[config.mk]
export PLATFORM = sky130hd
export DESIGN_NAME = stage_ctrl
export DESIGN_NICKNAME = d
export VERILOG_FILES = /design/src/rtl/stage_ctrl_pkg.sv /design/src/rtl/stage_ctrl_hazard_detect.sv /design/src/rtl/stage_ctrl.sv
export SDC_FILE = /design/constraint.sdc
export NUM_CORES = 1
export LEC_CHECK = 0
export ABC_CLOCK_PERIOD_IN_PS = 2200
export BUFFER_PORTS_ARGS = -buffer_cell sky130_fd_sc_hd__buf_2
export CAP_MARGIN = 40
export CORE_MARGIN = 4
export CORE_UTILIZATION = 40
export CTS_CLUSTER_SIZE = 16
export DETAILED_ROUTE_END_ITERATION = 16
export PLACE_DENSITY = 0.69
export RECOVER_POWER = 25
export SLEW_MARGIN = 10
export SYNTH_ARGS = -nofsm -noshare
export SYNTH_HDL_FRONTEND = slang
export SYNTH_SLANG_ARGS = --single-unit
[constraint.sdc]
create_clock -name clk -period 2.2 [get_ports clk]
set_input_delay 0.22 -clock clk [delete_from_list [all_inputs] [get_ports clk]]
set_output_delay 0.22 -clock clk [all_outputs]
set_load 0.02 [all_outputs]
[src/rtl/stage_ctrl_pkg.sv]
// Shared definitions for the pipeline stage controller: FSM encodings,
// start-up length, the hard-wired zero register and a register-match helper.
package stage_ctrl_pkg;

  typedef enum logic [1:0] {
    ST_INIT     = 2'd0,
    ST_RUN      = 2'd1,
    ST_MEM_WAIT = 2'd2,
    ST_DBG_HALT = 2'd3
  } state_e;

  // Number of cycles spent in INIT after reset is released.
  localparam int unsigned INIT_LEN   = 2;
  localparam int unsigned INIT_CNT_W = (INIT_LEN > 1) ? $clog2(INIT_LEN) : 1;

  // Register 0 always reads as zero, so it can never carry a dependency.
  localparam logic [4:0] GPR_ZERO = 5'd0;

  // One bit per pipeline stage, IF first.
  typedef struct packed {
    logic if_s;
    logic id_s;
    logic exe_s;
    logic mem_s;
    logic wb_s;
  } stage_vec_t;

  // True when a non-zero source register is about to be written by EXE or MEM.
  function automatic logic reg_pending_write(
    input logic [4:0] src,
    input logic       wen_exe,
    input logic [4:0] dst_exe,
    input logic       wen_mem,
    input logic [4:0] dst_mem
  );
    return (src != GPR_ZERO) &&
           ((wen_exe && (dst_exe == src)) || (wen_mem && (dst_mem == src)));
  endfunction

endpackage

[src/rtl/stage_ctrl_hazard_detect.sv]
// Read-after-write hazard detector for the instruction in ID. WB is not
// checked because the register file writes before it is read.
module stage_ctrl_hazard_detect
  import stage_ctrl_pkg::*;
(
  input  logic       id_valid_i,
  input  logic [4:0] addr_rs_i,
  input  logic [4:0] addr_rt_i,
  input  logic       rs_used_i,
  input  logic       rt_used_i,
  input  logic [4:0] regw_addr_exe_i,
  input  logic [4:0] regw_addr_mem_i,
  input  logic       wb_wen_exe_i,
  input  logic       wb_wen_mem_i,
  output logic       hazard_o
);

  logic rs_hit;
  logic rt_hit;

  // A used source that matches a pending EXE/MEM write forces a stall.
  always_comb begin
    rs_hit   = rs_used_i && reg_pending_write(addr_rs_i, wb_wen_exe_i, regw_addr_exe_i,
                                              wb_wen_mem_i, regw_addr_mem_i);
    rt_hit   = rt_used_i && reg_pending_write(addr_rt_i, wb_wen_exe_i, regw_addr_exe_i,
                                              wb_wen_mem_i, regw_addr_mem_i);
    hazard_o = id_valid_i && (rs_hit || rt_hit);
  end

endmodule

[src/rtl/stage_ctrl.sv]
// Five-stage pipeline sequencer: start-up flush, branch squash, load-use
// stall, memory-wait freeze and single-step debug, plus cycle/stall counters.
//
//   state     | meaning
//   INIT      | post-reset flush, all stages held in reset for INIT_LEN cycles
//   RUN       | pipeline advances, modified by branch/hazard/memory rules
//   MEM_WAIT  | full freeze until memory reports completion
//   DBG_HALT  | full freeze, released by debug_en=0 or a single step
module stage_ctrl
  import stage_ctrl_pkg::*;
(
  input  logic        clk,
  input  logic        rst,
  input  logic        debug_en,
  input  logic        debug_step,
  input  logic        id_valid,
  input  logic [4:0]  addr_rs,
  input  logic [4:0]  addr_rt,
  input  logic        rs_used,
  input  logic        rt_used,
  input  logic        is_branch_exe,
  input  logic        is_branch_mem,
  input  logic [4:0]  regw_addr_exe,
  input  logic [4:0]  regw_addr_mem,
  input  logic        wb_wen_exe,
  input  logic        wb_wen_mem,
  input  logic        mem_access,
  input  logic        mem_ready,
  output logic        if_rst,
  output logic        id_rst,
  output logic        exe_rst,
  output logic        mem_rst,
  output logic        wb_rst,
  output logic        if_en,
  output logic        id_en,
  output logic        exe_en,
  output logic        mem_en,
  output logic        wb_en,
  output logic [1:0]  state,
  output logic [15:0] cycle_cnt,
  output logic [15:0] stall_cnt
);

  localparam logic [INIT_CNT_W-1:0] INIT_RELOAD = INIT_CNT_W'(INIT_LEN - 1);

  state_e                state_q, state_d;
  logic [INIT_CNT_W-1:0] init_cnt_q, init_cnt_d;
  logic                  step_pend_q, step_pend_d;
  logic                  step_prev_q;
  logic [15:0]           cycle_cnt_q;
  logic [15:0]           stall_cnt_q;
  logic                  hazard;
  logic                  mem_stall;
  stage_vec_t            rst_vec;
  stage_vec_t            en_vec;

  stage_ctrl_hazard_detect u_hazard_detect (
    .id_valid_i      (id_valid),
    .addr_rs_i       (addr_rs),
    .addr_rt_i       (addr_rt),
    .rs_used_i       (rs_used),
    .rt_used_i       (rt_used),
    .regw_addr_exe_i (regw_addr_exe),
    .regw_addr_mem_i (regw_addr_mem),
    .wb_wen_exe_i    (wb_wen_exe),
    .wb_wen_mem_i    (wb_wen_mem),
    .hazard_o        (hazard)
  );

  assign mem_stall = mem_access && !mem_ready;

  // Per-stage flush/advance; a memory stall outranks branch and hazard handling.
  always_comb begin
    rst_vec = '0;
    en_vec  = '0;
    if (rst || (state_q == ST_INIT)) begin
      rst_vec = '1;
    end else if ((state_q == ST_RUN) && !mem_stall) begin
      en_vec = '1;
      if (is_branch_mem) begin
        rst_vec.id_s = 1'b1;
      end else if (is_branch_exe) begin
        en_vec.if_s   = 1'b0;
        rst_vec.id_s  = 1'b1;
        rst_vec.exe_s = 1'b1;
      end else if (hazard) begin
        en_vec.if_s   = 1'b0;
        en_vec.id_s   = 1'b0;
        rst_vec.exe_s = 1'b1;
      end
    end
  end

  // Next state, INIT down-counter and step-request bookkeeping.
  always_comb begin
    state_d     = state_q;
    init_cnt_d  = init_cnt_q;
    step_pend_d = step_pend_q;
    case (state_q)
      ST_INIT: begin
        if (init_cnt_q == '0) state_d = debug_en ? ST_DBG_HALT : ST_RUN;
        else                  init_cnt_d = init_cnt_q - 1'b1;
      end
      ST_RUN: begin
        if (mem_stall)                      state_d = ST_MEM_WAIT;
        else if (debug_en && !step_pend_q)  state_d = ST_DBG_HALT;
      end
      ST_MEM_WAIT: begin
        if (mem_ready) state_d = ST_RUN;
      end
      ST_DBG_HALT: begin
        if (!debug_en) begin
          state_d = ST_RUN;
        end else if (step_pend_q) begin
          state_d     = ST_RUN;
          step_pend_d = 1'b0;
        end
      end
      default: state_d = ST_INIT;
    endcase
    // A new step edge wins over the clear so a quick re-press is not lost.
    if (debug_step && !step_prev_q) step_pend_d = 1'b1;
  end

  // State, step history and performance counters.
  always_ff @(posedge clk) begin
    if (rst) begin
      state_q     <= ST_INIT;
      init_cnt_q  <= INIT_RELOAD;
      step_pend_q <= 1'b0;
      step_prev_q <= 1'b0;
      cycle_cnt_q <= '0;
      stall_cnt_q <= '0;
    end else begin
      state_q     <= state_d;
      init_cnt_q  <= init_cnt_d;
      step_pend_q <= step_pend_d;
      step_prev_q <= debug_step;
      if (state_q != ST_INIT) cycle_cnt_q <= cycle_cnt_q + 16'd1;
      if (((state_q == ST_RUN) || (state_q == ST_MEM_WAIT)) && !en_vec.if_s)
        stall_cnt_q <= stall_cnt_q + 16'd1;
    end
  end

  assign {if_rst, id_rst, exe_rst, mem_rst, wb_rst} = rst_vec;
  assign {if_en, id_en, exe_en, mem_en, wb_en}      = en_vec;
  assign state     = state_q;
  assign cycle_cnt = cycle_cnt_q;
  assign stall_cnt = stall_cnt_q;

endmodule

# Yosys cells after proc, flatten, opt, wreduce, memory -nomap -nowiden
# Index checks and enable logic that the tools add are counted.
# word_totals
ff_bits	37
in_bits	33
out_inout_bits	44
word_cells	79
# classes
addsub	3
n_eq_ne	11
mux	27
n_reduce_logical	32
# op_table
cell	count
adder 16 x 1 -> 16 bit (second input constant)	2
2-to-1 mux 2 bit	12
equality test 5 bit	4
logical AND 1 bit	14
2-to-1 mux 1 bit	12
2-to-1 mux 5 bit	2
nonzero test 5 bit	2
one-hot mux 2 bit (4 select lines)	1
inequality test 3 bit (second input constant)	2
nonzero test 2 bit	3
zero test 1 bit	5
logical OR 1 bit	5
equality test 2 bit (second input constant)	2
inequality test 2 bit (second input constant)	2
AND reduction 4 bit	1
equality test 2 x 1 -> 1 bit (second input constant)	1
zero test 2 bit	1
AND reduction 2 bit	1
subtractor 1 bit (second input constant)	1

# Longest topological paths before layout
# Gate-level depths: netlist of run 1.
# logic_depth
word_depth	14
mapped_depth	12
ltp_nobuf	9

# Hierarchy
# From an unflattened synthesis of run 1, not the netlist that was laid out.
# hier_totals
hier_cells	253
area_unflattened_um2	2238.4
# modules_own_cells
mod	instances	cells_each	area_each_um2	seq_area_each_um2
stage_ctrl	1	220	1971.9	740.7
stage_ctrl_hazard_detect	1	33	266.5	0.0

# Least setup slack after synthesis of run 1
# Ideal clock, no wire load.
# synth_path
path_kind	reg-to-reg
start	register state_q[0], in the netlist state[0]
end	register stall_cnt_q[6], in the netlist stall_cnt[6]
setup_ps	132
arrival_ps	2441
required_time_ps	2068
setup_slack_ps	-373
stages_incl_launch_ff	13
n_path_buf	3
synth_period_minus_slack_ps	2573
cell_sequence	dfxtp_1 inv_1 ha_1 buf_2 nor2_1 inv_1 or3_1 a221oi_4 or2_1 buf_6 buf_6 or4_1 a21oi_1
# synth_via
elab_chain_cells	6
word_cells_on_any_way	10
cone_classes	eq/ne: 2; mux: 2; reduce/logical: 6
# synth_rtl
item	line	rtl
start, declared	stage_ctrl.sv:46	state_e state_q, state_d;
start signal, assigned	stage_ctrl.sv:135	state_q <= state_d;
equality test 2 x 1 -> 1 bit	stage_ctrl.sv:78, stage_ctrl.sv:140	
logical AND 1 bit	stage_ctrl.sv:78	end else if ((state_q == ST_RUN) && !mem_stall) begin
2-to-1 mux 5 bit	stage_ctrl.sv:78	
2-to-1 mux 5 bit	stage_ctrl.sv:76	if (rst || (state_q == ST_INIT)) begin
zero test 1 bit	stage_ctrl.sv:140	if (((state_q == ST_RUN) || (state_q == ST_MEM_WAIT)) && !en_vec.if_s)
logical AND 1 bit *	stage_ctrl.sv:140	
end signal, assigned	stage_ctrl.sv:141	stall_cnt_q <= stall_cnt_q + 16'd1;
end, declared	stage_ctrl.sv:51	logic [15:0] stall_cnt_q;
# Every way passes the cells marked *; elsewhere a longest branch is shown, timed or not.
# A chain may end at the register's enable or synchronous reset.

# Worst setup path after layout of run 1
# layout_path
start	register state_q[1], in the netlist state[1]
end	register stall_cnt_q[13], in the netlist stall_cnt[13]
# The elaborated chain is that of the path after synthesis.

==> Implementation_results.wiki, run 1 <==
{| class="wikitable"
! Metric !! Value
|-
| Unique masters post-synth || 42
|-
| Detailed placement HPWL || just under 4 mm
|-
| Share of Yosys cell area claimed by the top area cell type || 0.3478
|-
| Series of cell instances along the critical path || inv_4 -> ha_1 -> o21ai_1 -> or2_2 -> o21ai_2 -> or2_1 -> buf_12 -> or4b_1 -> a21oi_1
|-
| Count of maximum capacitance violations || 0
|-
| Number of rows created at floorplan || 26
|-
| Outcome || finished, final reports clean
|-
| Count of cells resized by post-cts repair || 0
|-
| Number of buffers on the longest clock path || 2
|-
| Initial core utilization || 0.4143
|-
| Worst setup path endpoint || stall_cnt[13]
|-
| Post-CTS Hold Fix Bufs || 0
|-
| Worst Reg-to-Reg Cells || 9
|-
| Number of H-tree levels || 2
|-
| Setup repair after global routing missed its margin || no
|-
| Final hold viol count || 0
|-
| Gate count of the mapped netlist || 253
|-
| FF-to-FF Start || state[1]
|-
| Number of input and output port buffers inserted || 76
|-
| Number of cells on the critical path || 9
|-
| Dominant cells by area after synthesis || sky130_fd_sc_hd__dfxtp_1, sky130_fd_sc_hd__xnor2_1, sky130_fd_sc_hd__nor2_1
|-
| Reg2reg end || stall_cnt[13]
|-
| Number of global-route vias before repair || between 1,500 and 2,000
|-
| Worst path slowest cell || sky130_fd_sc_hd__or4b_1
|-
| Hold Path Class || in -> reg
|-
| Die width || 80.97 um
|-
| Data arrival, critical path || between 2 and 2.5 ns
|-
| Max IR drop VDD || 0.4802 mV
|-
| Worst Path Required || 2.42 ns
|-
| Hold Path Origin || debug_step
|-
| Max Fclk || a little under 500 MHz
|-
| Leakage || ~1.1 nW
|-
| Sequential element share of the synthesized area || 0.3478
|-
| Remaining global-route overflow || 0
|-
| Areal power density over the cells || ~860 nW/um^2
|-
| Buffer type at the clock tree root || sky130_fd_sc_hd__clkbuf_8
|-
| Final antenna diode count || 0
|-
| Global-route wire length before repair || about 8 mm
|-
| Die Ht || approximately 81 um
|-
| Flip-flop and latch count after synthesis || 37
|-
| Area after detailed placement || ~2600 um^2
|-
| Most instantiated flip-flop cell in the synthesis netlist || sky130_fd_sc_hd__dfxtp_1
|-
| Boundary pin count || 77
|-
| Area inside the core boundary || ~5100 um^2
|-
| Largest stage delay on the critical path || ~0.5 ns
|-
| Relative max-transition margin || 0.7252
|-
| Post-layout power || 2.336 mW
|-
| Wire length per cell || about 12 um
|-
| Net Count, Synth || just under 300
|-
| Gpl congestion || 0.7999
|-
| Average size of a mapped cell || 8.417 um^2
|-
| Number of setup violations in the final report || 0
|-
| Final Critical Period || ~2.1 ns
|-
| Synth Cell Area || between 2000 and 2500 um^2
|-
| Finished Cell Area || 2718 um^2
|-
| Count leader, synth || sky130_fd_sc_hd__dfxtp_1
|-
| Total length of routed wires || around 5 mm
|-
| CTS clk-pin slew, worst paths || about 0.07 ns
|-
| Final Cycle Share || 0.9428
|-
| Total clock sinks || 37
|-
| Number of pins exceeding their max-slew limit in the final report || 0
|-
| Number of antenna violations at the first check in global routing || 0
|-
| Maximum number of pins on one net before global-route repair || 39
|-
| Number of buffers created by CTS || 5
|-
| Clock tree from TritonCTS || done
|-
| Die area || 6555 um^2
|-
| Slew at the pin closest to its max-slew limit || 0.4122 ns
|-
| Crit Path Max Fanout || 16
|-
| Crit start category || flip-flop
|-
| Clk_skew || around 0.0023 ns
|-
| Via count of the routed design || 1,998
|-
| Critical setup path kind || reg -> reg
|-
| Crit. End Element || flip-flop
|-
| Kind of cell adding the most delay to the critical path || simple AND/OR/NAND/NOR gates
|-
| Number of nets in the layout || 370
|-
| Remaining routing DRC violations || 0
|-
| Critical Path Source || state[1]
|-
| Source-to-sink clock delay at the later pin of the worst-skew pair || roughly 0.29 ns
|-
| Ys Warns || 0
|-
| Worst R2R Setup Slack || roughly 0.13 ns
|-
| Share of post-route cells with drive strength above 1 || 0.2651
|-
| Most common library cells after synthesis || sky130_fd_sc_hd__dfxtp_1, sky130_fd_sc_hd__xnor2_1, sky130_fd_sc_hd__nor2_1
|-
| Share of synthesized registers carrying an async set or reset || 0
|-
| Post-CTS repair timing setup buffer count || 0
|-
| DR iter-0 viols || 70
|-
| DR pass1 iterations || 4
|-
| Ratio of routed vias to standard cells || between 4 and 5
|-
| Antenna Violating Nets Remaining || 0
|-
| Layout-stage area growth over the synthesis result || 27.61%
|-
| Buffer and inverter count on the worst path || 2
|-
| Post-synth EDFFs || 0
|-
| Library cell occupying the most area in the post-synthesis netlist || sky130_fd_sc_hd__dfxtp_1
|-
| All-Layer GR Usage || 0.1528
|}
[worst min path at each step]
stage | cells past startpoint | slack, ns | to
floorplan | 1 | 0.35 | step_prev_q
global placement | 2 | 0.44 | step_prev_q
detailed placement | 2 | 0.45 | step_prev_q
CTS | 2 | 0.15 | step_prev_q
global route | 2 | 0.18 | step_prev_q
finish | 2 | 0.15 | step_prev_q
[metrics by stage]
step	hold slack (ns)	TNS, ns	util	std cells	setup slack, ns
after floorplan	0.3482	-0.005726	-	253	-0.004474
after global placement	0.4438	0	0.5117	394	0.1030
after detailed placement	0.4517	0	0.5117	394	0.07341
after CTS	0.1470	0	0.5334	402	0.1030
after global routing	0.1792	0	0.5287	402	0.005086
final	0.1526	0	0.5287	402	0.1259
[cells in the final DEF, fill, tap and decap left out, types with 2 or more instances in the layout]
cell type,synthesis,routed
sky130_fd_sc_hd__a211oi_1,2,2
sky130_fd_sc_hd__a21oi_1,15,15
sky130_fd_sc_hd__and3_1,5,5
sky130_fd_sc_hd__and4_1,2,2
sky130_fd_sc_hd__buf_2,1,60
sky130_fd_sc_hd__buf_4,4,5
sky130_fd_sc_hd__clkbuf_1,5,18
sky130_fd_sc_hd__clkbuf_8,0,5
sky130_fd_sc_hd__dfxtp_1,37,35
sky130_fd_sc_hd__dfxtp_4,0,2
sky130_fd_sc_hd__ha_1,6,5
sky130_fd_sc_hd__inv_1,11,8
sky130_fd_sc_hd__inv_4,0,3
sky130_fd_sc_hd__nand2_1,17,17
sky130_fd_sc_hd__nand3_1,10,10
sky130_fd_sc_hd__nand4_1,9,9
sky130_fd_sc_hd__nor2_1,27,26
sky130_fd_sc_hd__nor2b_1,9,9
sky130_fd_sc_hd__nor3_1,6,6
sky130_fd_sc_hd__nor4_1,2,2
sky130_fd_sc_hd__o21ai_0,6,6
sky130_fd_sc_hd__o21ai_1,3,2
sky130_fd_sc_hd__o22ai_2,2,2
sky130_fd_sc_hd__o311a_1,2,2
sky130_fd_sc_hd__o31ai_1,5,5
sky130_fd_sc_hd__o41ai_1,2,2
sky130_fd_sc_hd__or2_2,2,2
sky130_fd_sc_hd__or3_1,6,5
sky130_fd_sc_hd__or4_1,5,5
sky130_fd_sc_hd__or4b_1,2,2
sky130_fd_sc_hd__xnor2_1,31,31
sky130_fd_sc_hd__xor2_1,5,5
[where the power goes]
group | internal (mW) | switching [mW] | leakage (nW) | total [mW]
sequential | 0.739 | 0.0652 | 0.301 | 0.804
combinational | 0.404 | 0.547 | 0.712 | 0.950
clock | 0.340 | 0.242 | 0.0554 | 0.582
[flip-flops by register name (all words and copies together) (netlist names)]
signal       count
stall_cnt       16
state            2
step_pend_q      1
init_cnt_q       1
cycle_cnt       16
step_prev_q      1
[final cells by class]
type                            count  area, um^2
Clock inverter                      2       38.79
Sequential cell                    37       748.2
Timing Repair Buffer               83       421.7
Multi-Input combinational cell    193        1300
Fill cell                         531        2422
Tap cell                           70       87.58
Clock buffer                        6       72.57
Inverter                           11       48.80
[layer usage]
layer	GRT usage	vias up	routed length (um)
met2	0.2496	61	2235
met1	0.1901	889	2333
met3	0.03769	6	349
met4	0.06757	0	82
met5	0	-	0
li1	-	1042	-
[logic make-up after synthesis]
family	count (synthesis)	synth area share
AND/OR/NAND/NOR	107	0.2650
AO/OA/AOI/OAI	42	0.1387
flip-flops	37	0.3478
XOR/XNOR	36	0.1481
buffers and inverters	23	0.05523
adder cells (fa/ha/maj)	6	0.03525
multiplexers	2	0.009988
Note: power is estimated with default switching activity, not from simulation.
==> inputs of run 2 (changes only) <==
--- a/config.mk
+++ b/config.mk
@@ -8,6 +8,7 @@
 export ABC_CLOCK_PERIOD_IN_PS = 2200
 export BUFFER_PORTS_ARGS = -buffer_cell sky130_fd_sc_hd__buf_2
 export CAP_MARGIN = 40
+export CORE_ASPECT_RATIO = 1.5
 export CORE_MARGIN = 4
 export CORE_UTILIZATION = 40
 export CTS_CLUSTER_SIZE = 16
==> run 2 against run 1 <==
Net effect:
- total power down 5.1%
- worst hold slack better by 0.0094 ns
- highest routed layer unchanged
- sequential share of layout area increased by 0.13 points
- maximum frequency down 0.86%
- combinational power rose by 2.7%
- routed wire length up 2.6%
==> Implementation_results.wiki, run 2 (synthesis results as in run 1) <==
{| class="wikitable"
! Metric !! Value
|-
| Total length of routed wires || about 5.1 mm
|-
| Worst R2R Setup Slack || between 0.1 and 0.15 ns
|-
| Detailed placement HPWL || between 4 and 5 mm
|-
| Wire length per cell || around 13 um
|-
| Antenna Violating Nets Remaining || 0
|-
| Initial core utilization || 0.4123
|-
| Number of buffers created by CTS || 5
|-
| Post-route core utilization || 0.5211
|-
| Hold Path Origin || debug_step
|-
| Storage cell area || 744.5 um^2
|-
| DR iter-0 viols || 32
|-
| Number of buffers on the longest clock path || 2
|-
| All-Layer GR Usage || 0.1622
|-
| Relative max-transition margin || 0.7367
|-
| Global-route wire length before repair || between 8 and 9 mm
|-
| DR pass1 iterations || 4
|-
| Area of the multi-input gates || between 1000 and 1500 um^2
|-
| Buffer type at the clock tree root || sky130_fd_sc_hd__clkbuf_8
|-
| Total clock sinks || 37
|-
| Die width || a little under 70 um
|-
| Buffer and inverter count on the worst path || 2
|-
| Crit. End Element || flip-flop
|-
| Leakage || about 1.1 nW
|-
| Clk_skew || 0.006191 ns
|-
| Reg2reg end || stall_cnt[15]
|-
| Worst Path Required || 2.41 ns
|-
| FF-to-FF Start || state[1]
|-
| Number of filler instances in the final layout || 517
|-
| Number of rows created at floorplan || 32
|-
| Gpl congestion || about 0.78
|-
| Final Cycle Share || 0.9510
|-
| Via count of the routed design || 2,083
|-
| Outcome || finished, final reports clean
|-
| Number of input and output port buffers inserted || 76
|-
| Share of post-route cells with drive strength above 1 || 0.2651
|-
| Number of nets in the layout || 370
|-
| Worst path slowest cell || sky130_fd_sc_hd__or4b_1
|-
| Final Hold Slack || 0.1620 ns
|-
| Post-layout power || between 2 and 2.5 mW
|-
| Most frequent cells in the layout || sky130_fd_sc_hd__buf_2, sky130_fd_sc_hd__dfxtp_1, sky130_fd_sc_hd__xnor2_1, sky130_fd_sc_hd__nor2_1, sky130_fd_sc_hd__nand2_1
|-
| Switch share || 0.3850
|-
| Max Fclk || 478.0 MHz
|-
| Die Ht || between 90 and 100 um
|-
| Post-CTS repair timing setup buffer count || 0
|-
| Internal power || around 1.4 mW
|-
| Worst-case setup slack after placement || around 0.025 ns
|-
| Setup repair after global routing missed its margin || no
|-
| Most common cell on crit path || sky130_fd_sc_hd__o21ai_2
|-
| Hold Path Cell Cnt || 2
|-
| Largest stage delay on the critical path || roughly 0.51 ns
|-
| Number of antenna violations at the first check in global routing || 0
|-
| Die area || 6579 um^2
|-
| Post-CTS Hold Fix Bufs || 0
|-
| P_sw || roughly 850 uW
|-
| Data arrival, critical path || roughly 2.3 ns
|-
| Fin worst setup slack || ~0.11 ns
|-
| Most common cell after layout, fill and taps aside || sky130_fd_sc_hd__buf_2
|-
| Slew at the pin closest to its max-slew limit || ~0.4 ns
|-
| Worst Reg-to-Reg Cells || 9
|-
| Number of setup violations in the final report || 0
|-
| Hold Path Class || in -> reg
|-
| Ratio of routed vias to standard cells || 5.208
|-
| Remaining global-route overflow || 0
|-
| Series of cell instances along the critical path || inv_4 -> ha_1 -> o21ai_2 -> or2_4 -> o21ai_2 -> or2_1 -> buf_12 -> or4b_1 -> a21oi_1
|-
| Areal power density over the cells || about 820 nW/um^2
|-
| Proportion of power drawn by combinational gates || 0.440
|-
| Number of global-route vias before repair || 1,949
|-
| Critical setup path kind || reg -> reg
|-
| Power share of the sequential group || 0.361
|-
| End point of the most critical hold path || step_prev_q
|-
| Maximum number of pins on one net before global-route repair || 39
|-
| Kind of cell adding the most delay to the critical path || simple AND/OR/NAND/NOR gates
|-
| Boundary pin count || 77
|-
| Max IR drop VDD || roughly 0.48 mV
|-
| CTS clk-pin slew, worst paths || approximately 0.07 ns
|-
| Layout-stage area growth over the synthesis result || 26.38%
|-
| Source-to-sink clock delay at the later pin of the worst-skew pair || 0.28 ns
|-
| Final Critical Period || ~2.1 ns
|-
| Clock tree from TritonCTS || done
|-
| Number of pins exceeding their max-slew limit in the final report || 0
|-
| Count of maximum capacitance violations || 0
|-
| Final hold viol count || 0
|-
| Area inside the core boundary || ~5200 um^2
|-
| Number of H-tree levels || 2
|-
| Clock share of power || 0.199
|-
| Final antenna diode count || 0
|-
| Remaining routing DRC violations || 0
|-
| Crit Path Max Fanout || 16
|-
| Crit start category || flip-flop
|}
[run 2: layer usage]
layer | GRT usage | share of wire
met3 | 0.03472 | 0.072
met4 | 0.04688 | 0.014
met1 | 0.1897 | 0.41
met5 | 0 | 0
met2 | 0.2851 | 0.50
[run 2: timing repair]
item,CTS,global route
resized for setup,0,2
endpoints found under the hold margin,0,0
endpoints found under the setup margin,0,6
[run 2: worst reg2reg max path, delay by kind of cell, from the launching register on]
| family | cells | cell delay (ns) |
|---|---|---|
| flops | 1 | 0.38 |
| compound gates | 3 | 0.30 |
| fa+ha+maj | 1 | 0.20 |
| buf+inv | 2 | 0.20 |
| simple gates | 3 | 0.95 |
[run 2: layout make-up]
| class | count | area share |
|---|---|---|
| multi-input combinational | 193 | 0.4854 |
| tap | 68 | 0.03161 |
| clock buffer | 5 | 0.02557 |
| clock inverter | 3 | 0.004649 |
| sequential | 37 | 0.2766 |
| timing repair buffer | 83 | 0.1581 |
| inverter | 11 | 0.01813 |
[run 2: how the worst max path moves through the flow]
stage             start       endpoint  slack (ns)  depth (start not counted)
2_1_floorplan  state[1]   stall_cnt[6]      -0.004                         12
3_3_place_gp   state[1]  stall_cnt[15]        0.06                          9
3_5_place_dp   state[1]  stall_cnt[14]        0.03                          9
4_1_cts        state[1]  stall_cnt[14]       0.009                          9
5_1_grt        state[1]  stall_cnt[14]        0.01                          9
6_report       state[1]  stall_cnt[15]        0.11                          9
[run 2: metrics by stage]
step	cell area, um^2	TNS, ns	instances
2_1_floorplan	2180	-0.005726	253
6_report	2691	0	400
3_3_place_gp	2628	0	392
3_5_place_dp	2628	0	392
4_1_cts	2709	0	400
5_1_grt	2691	0	400
[run 2: power groups by stage]
| stage | logic [mW] | registers [mW] | clock network [mW] |
|---|---|---|---|
| 2_1_floorplan | 0.664 | 0.870 | 0 |
| 3_3_place_gp | 0.970 | 0.822 | 0 |
| 3_5_place_dp | 0.984 | 0.822 | 0 |
| 4_1_cts | 0.990 | 0.807 | 0.461 |
| 5_1_grt | 1.07 | 0.812 | 0.496 |
| 6_report | 0.976 | 0.799 | 0.441 |
